File: src/rtl/lsu_mem_ctrl_pkg.sv
// Shared definitions for the load/store memory front end: funct3 codes, FSM states,
// and the default data RAM depth.
package lsu_mem_ctrl_pkg;

   localparam int unsigned LSU_RAM_SPACE = 4096;

   localparam logic [2:0] LSU_B  = 3'd0;
   localparam logic [2:0] LSU_H  = 3'd1;
   localparam logic [2:0] LSU_W  = 3'd2;
   localparam logic [2:0] LSU_BU = 3'd4;
   localparam logic [2:0] LSU_HU = 3'd5;

   typedef enum logic [1:0] {
      StIdle,
      StResp,
      StSplit2
   } lsu_state_e;

endpackage

File: src/rtl/lsu_load_align.sv
// Load data alignment: selects the addressed byte/half/word from a two-word window
// and sign- or zero-extends it.
module lsu_load_align
   import lsu_mem_ctrl_pkg::*;
(
   input  logic [63:0] data,
   input  logic [1:0]  offset,
   input  logic [2:0]  funct3,
   output logic [31:0] rdata
);

   logic [31:0] lane;
   logic        unused_top_byte;

   // The widest window needed is 24 + 32 bits, so the top byte never contributes.
   assign unused_top_byte = ^data[63:56];
   assign lane = data[{offset, 3'b000} +: 32];

   always_comb begin
      rdata = 32'h0;
      case (funct3)
         LSU_B:   rdata = {{24{lane[7]}}, lane[7:0]};
         LSU_H:   rdata = {{16{lane[15]}}, lane[15:0]};
         LSU_W:   rdata = lane;
         LSU_BU:  rdata = {24'h0, lane[7:0]};
         LSU_HU:  rdata = {16'h0, lane[15:0]};
         default: rdata = 32'h0;
      endcase
   end

endmodule

File: src/rtl/lsu_mem_ctrl.sv
// RV32I load/store front end for data_memory: byte-strobed word accesses, misaligned
// accesses split into two words, aligned/extended load data and illegal-access flagging.
module lsu_mem_ctrl
   import lsu_mem_ctrl_pkg::*;
#(
   parameter int unsigned RAM_SPACE = LSU_RAM_SPACE,
   parameter int unsigned WORD_AW   = $clog2(RAM_SPACE)
) (
   input  logic        clk,
   input  logic        rstn,
   input  logic        req_valid,
   output logic        req_ready,
   input  logic        req_we,
   input  logic [2:0]  req_funct3,
   input  logic [31:0] req_addr,
   input  logic [31:0] req_wdata,
   output logic        resp_valid,
   output logic [31:0] resp_rdata,
   output logic        resp_err,
   output logic        mem_en,
   output logic [3:0]  mem_w_en,
   output logic [31:0] mem_addr,
   output logic [31:0] mem_w_data,
   input  logic [31:0] mem_r_data
);

   lsu_state_e  state_q, state_d;
   logic        err_q, err_d;
   logic        store_q, store_d;
   logic        split_q, split_d;
   logic [2:0]  funct3_q, funct3_d;
   logic [1:0]  off_q, off_d;
   logic [29:0] hi_word_q, hi_word_d;
   logic [3:0]  hi_wen_q, hi_wen_d;
   logic [31:0] hi_wdata_q, hi_wdata_d;
   logic [31:0] lo_word_q, lo_word_d;

   logic [3:0]  base_strb;
   logic        funct3_ok;
   logic [7:0]  strb8;
   logic [63:0] wdata64;
   logic [31:0] word_idx;
   logic        split;
   logic        illegal;
   logic        accept;
   logic [31:0] align_rdata;

   always_comb begin
      base_strb = 4'h0;
      funct3_ok = 1'b1;
      case (req_funct3)
         LSU_B, LSU_BU: base_strb = 4'h1;
         LSU_H, LSU_HU: base_strb = 4'h3;
         LSU_W:         base_strb = 4'hF;
         default:       funct3_ok = 1'b0;
      endcase
   end

   // Strobes and data are laid out over a two-word window; the upper half targets word N+1.
   assign strb8    = {4'h0, base_strb} << req_addr[1:0];
   assign wdata64  = {32'h0, req_wdata} << {req_addr[1:0], 3'b000};
   assign word_idx = {2'b00, req_addr[31:2]};
   assign split    = |strb8[7:4];

   assign illegal = !funct3_ok
                 || (req_we && req_funct3[2])
                 || ((req_addr >> (WORD_AW + 2)) != 32'h0)
                 || (word_idx >= RAM_SPACE)
                 || (split && (word_idx + 32'd1 >= RAM_SPACE));

   assign req_ready = rstn && (state_q != StSplit2);
   assign accept    = req_valid && req_ready;

   always_comb begin
      state_d    = state_q;
      err_d      = err_q;
      store_d    = store_q;
      split_d    = split_q;
      funct3_d   = funct3_q;
      off_d      = off_q;
      hi_word_d  = hi_word_q;
      hi_wen_d   = hi_wen_q;
      hi_wdata_d = hi_wdata_q;
      lo_word_d  = lo_word_q;
      mem_en     = 1'b0;
      mem_w_en   = 4'h0;
      mem_addr   = 32'h0;
      mem_w_data = 32'h0;

      case (state_q)
         StIdle, StResp: begin
            state_d = StIdle;
            if (accept) begin
               state_d    = (!illegal && split) ? StSplit2 : StResp;
               err_d      = illegal;
               store_d    = req_we;
               split_d    = split && !illegal;
               funct3_d   = req_funct3;
               off_d      = req_addr[1:0];
               hi_word_d  = req_addr[31:2] + 30'd1;
               hi_wen_d   = req_we ? strb8[7:4] : 4'h0;
               hi_wdata_d = req_we ? wdata64[63:32] : 32'h0;
               if (!illegal) begin
                  mem_en     = 1'b1;
                  mem_addr   = {req_addr[31:2], 2'b00};
                  mem_w_en   = req_we ? strb8[3:0] : 4'h0;
                  mem_w_data = req_we ? wdata64[31:0] : 32'h0;
               end
            end
         end
         StSplit2: begin
            state_d   = StResp;
            lo_word_d = mem_r_data;
            if (rstn) begin
               mem_en     = 1'b1;
               mem_addr   = {hi_word_q, 2'b00};
               mem_w_en   = hi_wen_q;
               mem_w_data = hi_wdata_q;
            end
         end
         default: state_d = StIdle;
      endcase
   end

   always_ff @(posedge clk) begin
      if (!rstn) begin
         state_q    <= StIdle;
         err_q      <= 1'b0;
         store_q    <= 1'b0;
         split_q    <= 1'b0;
         funct3_q   <= 3'h0;
         off_q      <= 2'h0;
         hi_word_q  <= 30'h0;
         hi_wen_q   <= 4'h0;
         hi_wdata_q <= 32'h0;
         lo_word_q  <= 32'h0;
      end else begin
         state_q    <= state_d;
         err_q      <= err_d;
         store_q    <= store_d;
         split_q    <= split_d;
         funct3_q   <= funct3_d;
         off_q      <= off_d;
         hi_word_q  <= hi_word_d;
         hi_wen_q   <= hi_wen_d;
         hi_wdata_q <= hi_wdata_d;
         lo_word_q  <= lo_word_d;
      end
   end

   lsu_load_align u_load_align (
      .data   (split_q ? {mem_r_data, lo_word_q} : {32'h0, mem_r_data}),
      .offset (off_q),
      .funct3 (funct3_q),
      .rdata  (align_rdata)
   );

   assign resp_valid = rstn && (state_q == StResp);
   assign resp_err   = resp_valid && err_q;
   assign resp_rdata = (resp_valid && !err_q && !store_q) ? align_rdata : 32'h0;

endmodule

File: config.mk
export PLATFORM = sky130hd
export DESIGN_NAME = lsu_mem_ctrl
export DESIGN_NICKNAME = d
export VERILOG_FILES = /design/src/rtl/lsu_mem_ctrl_pkg.sv /design/src/rtl/lsu_load_align.sv /design/src/rtl/lsu_mem_ctrl.sv
export SDC_FILE = /design/constraint.sdc
export NUM_CORES = 1
export LEC_CHECK = 0
export CORE_MARGIN = 1.5
export CORE_UTILIZATION = 26
export DETAILED_ROUTE_END_ITERATION = 7
export RECOVER_POWER = 50
export REMOVE_ABC_BUFFERS = 1
export SLEW_MARGIN = 40
export SYNTH_ARGS = -nofsm -noshare
export SYNTH_HDL_FRONTEND = slang
export SYNTH_SLANG_ARGS = --single-unit
File: constraint.sdc
create_clock -name clk -period 4.1 [get_ports clk]
set_clock_uncertainty 0.1 [all_clocks]
set_input_delay 0.82 -clock clk [delete_from_list [all_inputs] [get_ports clk]]
set_output_delay 0.82 -clock clk [all_outputs]
set_load 0.02 [all_outputs]
==> results.txt <==
Counting the buffers created by CTS gives 9. The DRC violation total after the first TritonRoute iteration is 572. The count of distinct cell types in the synthesized netlist came out at 61.

The area enclosed by the die boundary is 0.0285 mm2. The maximum operating frequency came out at 242 MHz. The routed metal-1 wire length came out at 12,400 um.

The kind of path behind the tightest hold check is flop to flop. In the final routed layout, each cell accounts on average for 17.4 um. The remaining design rule violation count came out at 0. Setup repair after global routing could not meet its margin everywhere. Dividing the final minimum period by the clock period gives 1.01. The number of enable flip-flop cells after synthesis came out at 0. The wire-length estimate of the detail-placed layout is between 15,000 and 20,000 um. The endpoint type of the worst setup path is a primary output. The number of H-tree levels is 3. Dividing total power by cell area gives a power density of 221 mW/mm2.

In this design, the largest share of critical-path delay is due to buffers and inverters. The number of cell rows is 60. The number of maximum-capacitance constraint violations is 0. The maximum ir drop on the vdd rail is 0.178 mV. The post-detailed-route count of antenna-violating nets is 0.

The TritonCTS clock tree is built. The fraction of registers with async set or reset after synthesis came out at 0. The count of cell instances traversed by the critical path came out at 10. The commonest cells after synthesis are 99 x sky130_fd_sc_hd__dfxtp_1, 98 x sky130_fd_sc_hd__nand2_1, 77 x sky130_fd_sc_hd__o21ai_0.

The number of cells traversed by the worst register-to-register path is 4. The total wirelength of the detailed-routed design came out at approximately 27,000 um. The number of hold buffers added after CTS was 0. The worst-case setup margin in the final layout came out at -25.7 ps.

Data arrives at the worst endpoint at about 3200 ps. The total setup violations reported at the end of the flow came out at 4. The synthesized netlist occupies a cell area of roughly 0.007 mm2. The number of detailed-route iterations in the first pass came out at 5. Traced cell by cell, the critical path runs through clkdlybuf4s50_1 > and4_1 > nand3_1 > o2111ai_1 > a211oi_2 > and3_4 > a41oi_4 > buf_6 > o21ai_1 > buf_4. The height of the die is 169 um. The maximum number of pins on one net before global-route repair is 76. The placeable core region came out at between 0.02 and 0.03 mm2. The sequential-to-total area share from yosys stat is 0.277.

After clock tree synthesis, the clock-pin slew on the worst setup and hold paths is roughly 70 ps. The total I/O pin count came out at 207. The final standard cell area without fillers came out at 0.0109 mm2. In the post-synthesis netlist, the cell with the most instances is sky130_fd_sc_hd__dfxtp_1. The number of clock sinks came out at 99.

The die outline width is 169 um. The average cell area after synthesis is just under 8 um2. The number of buffers and inverters on the critical path is 3. The slew at the pin closest to its max-slew limit is between 1000 and 1500 ps. The warning count from the yosys run came out at 0. The minimum setup slack among reg-to-reg paths came out at 1490 ps. The longest individual stage delay on the worst path is 580 ps. The run finished, with violations left. In this run the cell area measured after placement is 0.0104 mm2. The number of antenna violations at the first check in global routing is 1. The detailed router placed 8,185 vias in this run. The highest layer touched by signal routing is met4.

The number of synthesized register bits is 99. The gate count after technology mapping is 922. For this run, the total global-route usage over all layers was measured as 0.187. The worst path in the final design needs a cycle of 4130 ps, including I/O delays and setup. The worst flop-to-flop path startpoint is state_q[1]. The startpoint type of the worst setup path is a primary input. The routed wire length on met2 is 12,600 um.

The largest driver fanout on the critical path came out at 8. At the worst endpoint, the required time is 3180 ps. By area the synthesized netlist is led by sky130_fd_sc_hd__dfxtp_1 28%, sky130_fd_sc_hd__mux2i_1 9.5%, sky130_fd_sc_hd__a22o_1 5.9%. The area share of the largest cell type after synthesis is 0.277. The critical path ends at mem_w_data[19]. The via count of the first global-routing pass came out at 7,894.

The worst-case clock buffer depth came out at 2. The clock latency on the worst-skew pair came out at 340 ps. The kind of critical path is primary input to primary output. The number of I/O port buffers is 204.

The endpoint identified for the worst register-to-register timing path is lo_word_q[19]. The final reports fail on negative setup slack. The buffer type at the clock tree root is sky130_fd_sc_hd__clkbuf_16. The filler cell count came out at 2,718. The launching instance or port of the critical path is req_addr[28]. The leakage component of the power came out at roughly 0.0045 uW. The residual overflow from global routing is 0. In this run the tightest slew margin relative to its limit is 0.00717. Summed over all failing endpoints, the final setup total negative slack is -47.8 ps. The final-stage net count came out at approximately 1,300.

Wire segments on met3 add up to 1770 um in the final route. Among all stages on the critical path, the largest delay is contributed by sky130_fd_sc_hd__clkdlybuf4s50_1. The detail-routed via count per cell is 5.23. The first-pass GRT wire length came out at 42,800 um. The routability-driven placement congestion ratio came out at 0.839. The initial core utilization is 0.265.

The synthesized design spends more area on one cell type than any other, namely sky130_fd_sc_hd__dfxtp_1. Timing analysis after detailed placement gives a worst setup slack of -1080 ps. The most used flip-flop cell after synthesis is sky130_fd_sc_hd__dfxtp_1.

The final core utilization is 0.404. The number of hold-slack violations in the final timing report is 0. The count of final max-slew check failures came out at 0. The area added between synthesis and finish came out at 52.5%.

In the final layout, the share of cells above drive strength 1 is 0.246.
==> worst min path at each step <==
stage / from / depth (start not counted) / endpoint
final: hi_word_q[24] / 2 / hi_word_q[24]
after global routing: hi_word_q[5] / 2 / hi_word_q[5]
after CTS: hi_word_q[24] / 2 / hi_word_q[24]
after detailed placement: hi_word_q[24] / 2 / hi_word_q[24]
after global placement: hi_wdata_q[13] / 2 / hi_wdata_q[13]
after floorplan: hi_wdata_q[10] / 2 / hi_wdata_q[10]
==> metrics by stage <==
step / power (uW) / hold slack (ps) / std cells
6_report: 2410 / 350 / 1566
5_1_grt: 2520 / 371 / 1564
4_1_cts: 2430 / 353 / 1563
3_5_place_dp: 1600 / 342 / 1532
3_3_place_gp: 1590 / 334 / 1532
2_1_floorplan: 1270 / 325 / 846
==> report_power, final <==
| group | switching (uW) | leakage (uW) | internal, uW |
|---|---|---|---|
| combinational | 306 | 0.00359 | 271 |
| clock | 403 | 0.000133 | 414 |
| sequential | 20.1 | 0.000807 | 994 |
| total | 729 | 0.00453 | 1680 |
==> cell families after synthesis <==
logic type / count (synthesis) / share of synthesized area
adder cells (fa/ha/maj): 3 / 0.00525
other: 1 / 0.000525
multiplexers: 84 / 0.133
XOR/XNOR: 32 / 0.0392
AO/OA/AOI/OAI: 258 / 0.243
flip-flops: 99 / 0.277
buffers and inverters: 105 / 0.0609
AND/OR/NAND/NOR: 340 / 0.240
==> layout by cell type, fill, tap and decap left out, types with 7 or more instances in the layout <==
cell type and count:
sky130_fd_sc_hd__o21ai_0 59, sky130_fd_sc_hd__buf_2 29, sky130_fd_sc_hd__nand3_1 46, sky130_fd_sc_hd__a22o_1 48
sky130_fd_sc_hd__a211oi_2 11, sky130_fd_sc_hd__o21ai_1 17, sky130_fd_sc_hd__inv_1 26, sky130_fd_sc_hd__a21oi_1 46
sky130_fd_sc_hd__a22oi_1 19, sky130_fd_sc_hd__mux4_2 8, sky130_fd_sc_hd__nor3_1 14, sky130_fd_sc_hd__mux2i_1 68
sky130_fd_sc_hd__mux2_2 8, sky130_fd_sc_hd__clkdlybuf4s15_2 8, sky130_fd_sc_hd__o22ai_1 15, sky130_fd_sc_hd__nand2_1 97
sky130_fd_sc_hd__dfxtp_1 98, sky130_fd_sc_hd__a211oi_1 16, sky130_fd_sc_hd__nand4_1 19, sky130_fd_sc_hd__xor2_1 9
sky130_fd_sc_hd__clkbuf_16 9, sky130_fd_sc_hd__xnor2_1 22, sky130_fd_sc_hd__and3_1 8, sky130_fd_sc_hd__dlymetal6s2s_1 10
sky130_fd_sc_hd__nor2_1 56, sky130_fd_sc_hd__clkdlybuf4s50_1 106, sky130_fd_sc_hd__clkbuf_2 8, sky130_fd_sc_hd__buf_4 146
sky130_fd_sc_hd__nor2b_1 16, sky130_fd_sc_hd__and2_1 30, sky130_fd_sc_hd__buf_6 15, sky130_fd_sc_hd__dlygate4sd2_1 26
sky130_fd_sc_hd__nor3_2 7
==> worst min-delay path, stage by stage, from the launching register on <==
cell and delay (ps):
sky130_fd_sc_hd__dfxtp_1 310, sky130_fd_sc_hd__nand3_1 60, sky130_fd_sc_hd__nand2_1 40
==> final cells by class <==
type                       count  area (um2)  area share
multi-input combinational    719        4980       0.457
antenna                        2        5.00    0.000459
tap                          341         427      0.0392
clock inverter                 6        40.0     0.00367
inverter                      28         105     0.00964
sequential                    99        1980       0.182
timing repair buffer         361        3130       0.287
clock buffer                  10         229      0.0210
==> metal layers <==
metal / GRT usage / vias up
li1: - / 3956
met1: 0.247 / 3889
met2: 0.310 / 302
met3: 0.0372 / 38
met4: 0.0501 / 0
met5: 0 / -
==> sequential cells by signal, indices dropped and copies added, names as in the netlist <==
signal,count
hi_word_q,30
err_q,1
funct3_q,3
store_q,1
off_q,2
hi_wdata_q,24
lo_word_q,32
split_q,1
hi_wen_q,3
state_q,2
==> what timing repair did <==
item,in CTS,in global routing
hold endpoints to repair,0,0
pin swaps,27,14
setup buffers,13,1
endpoints found under the setup margin,65,60
resized for setup,309,61
cloned,2,0
Power figures use the tool's default switching activity.
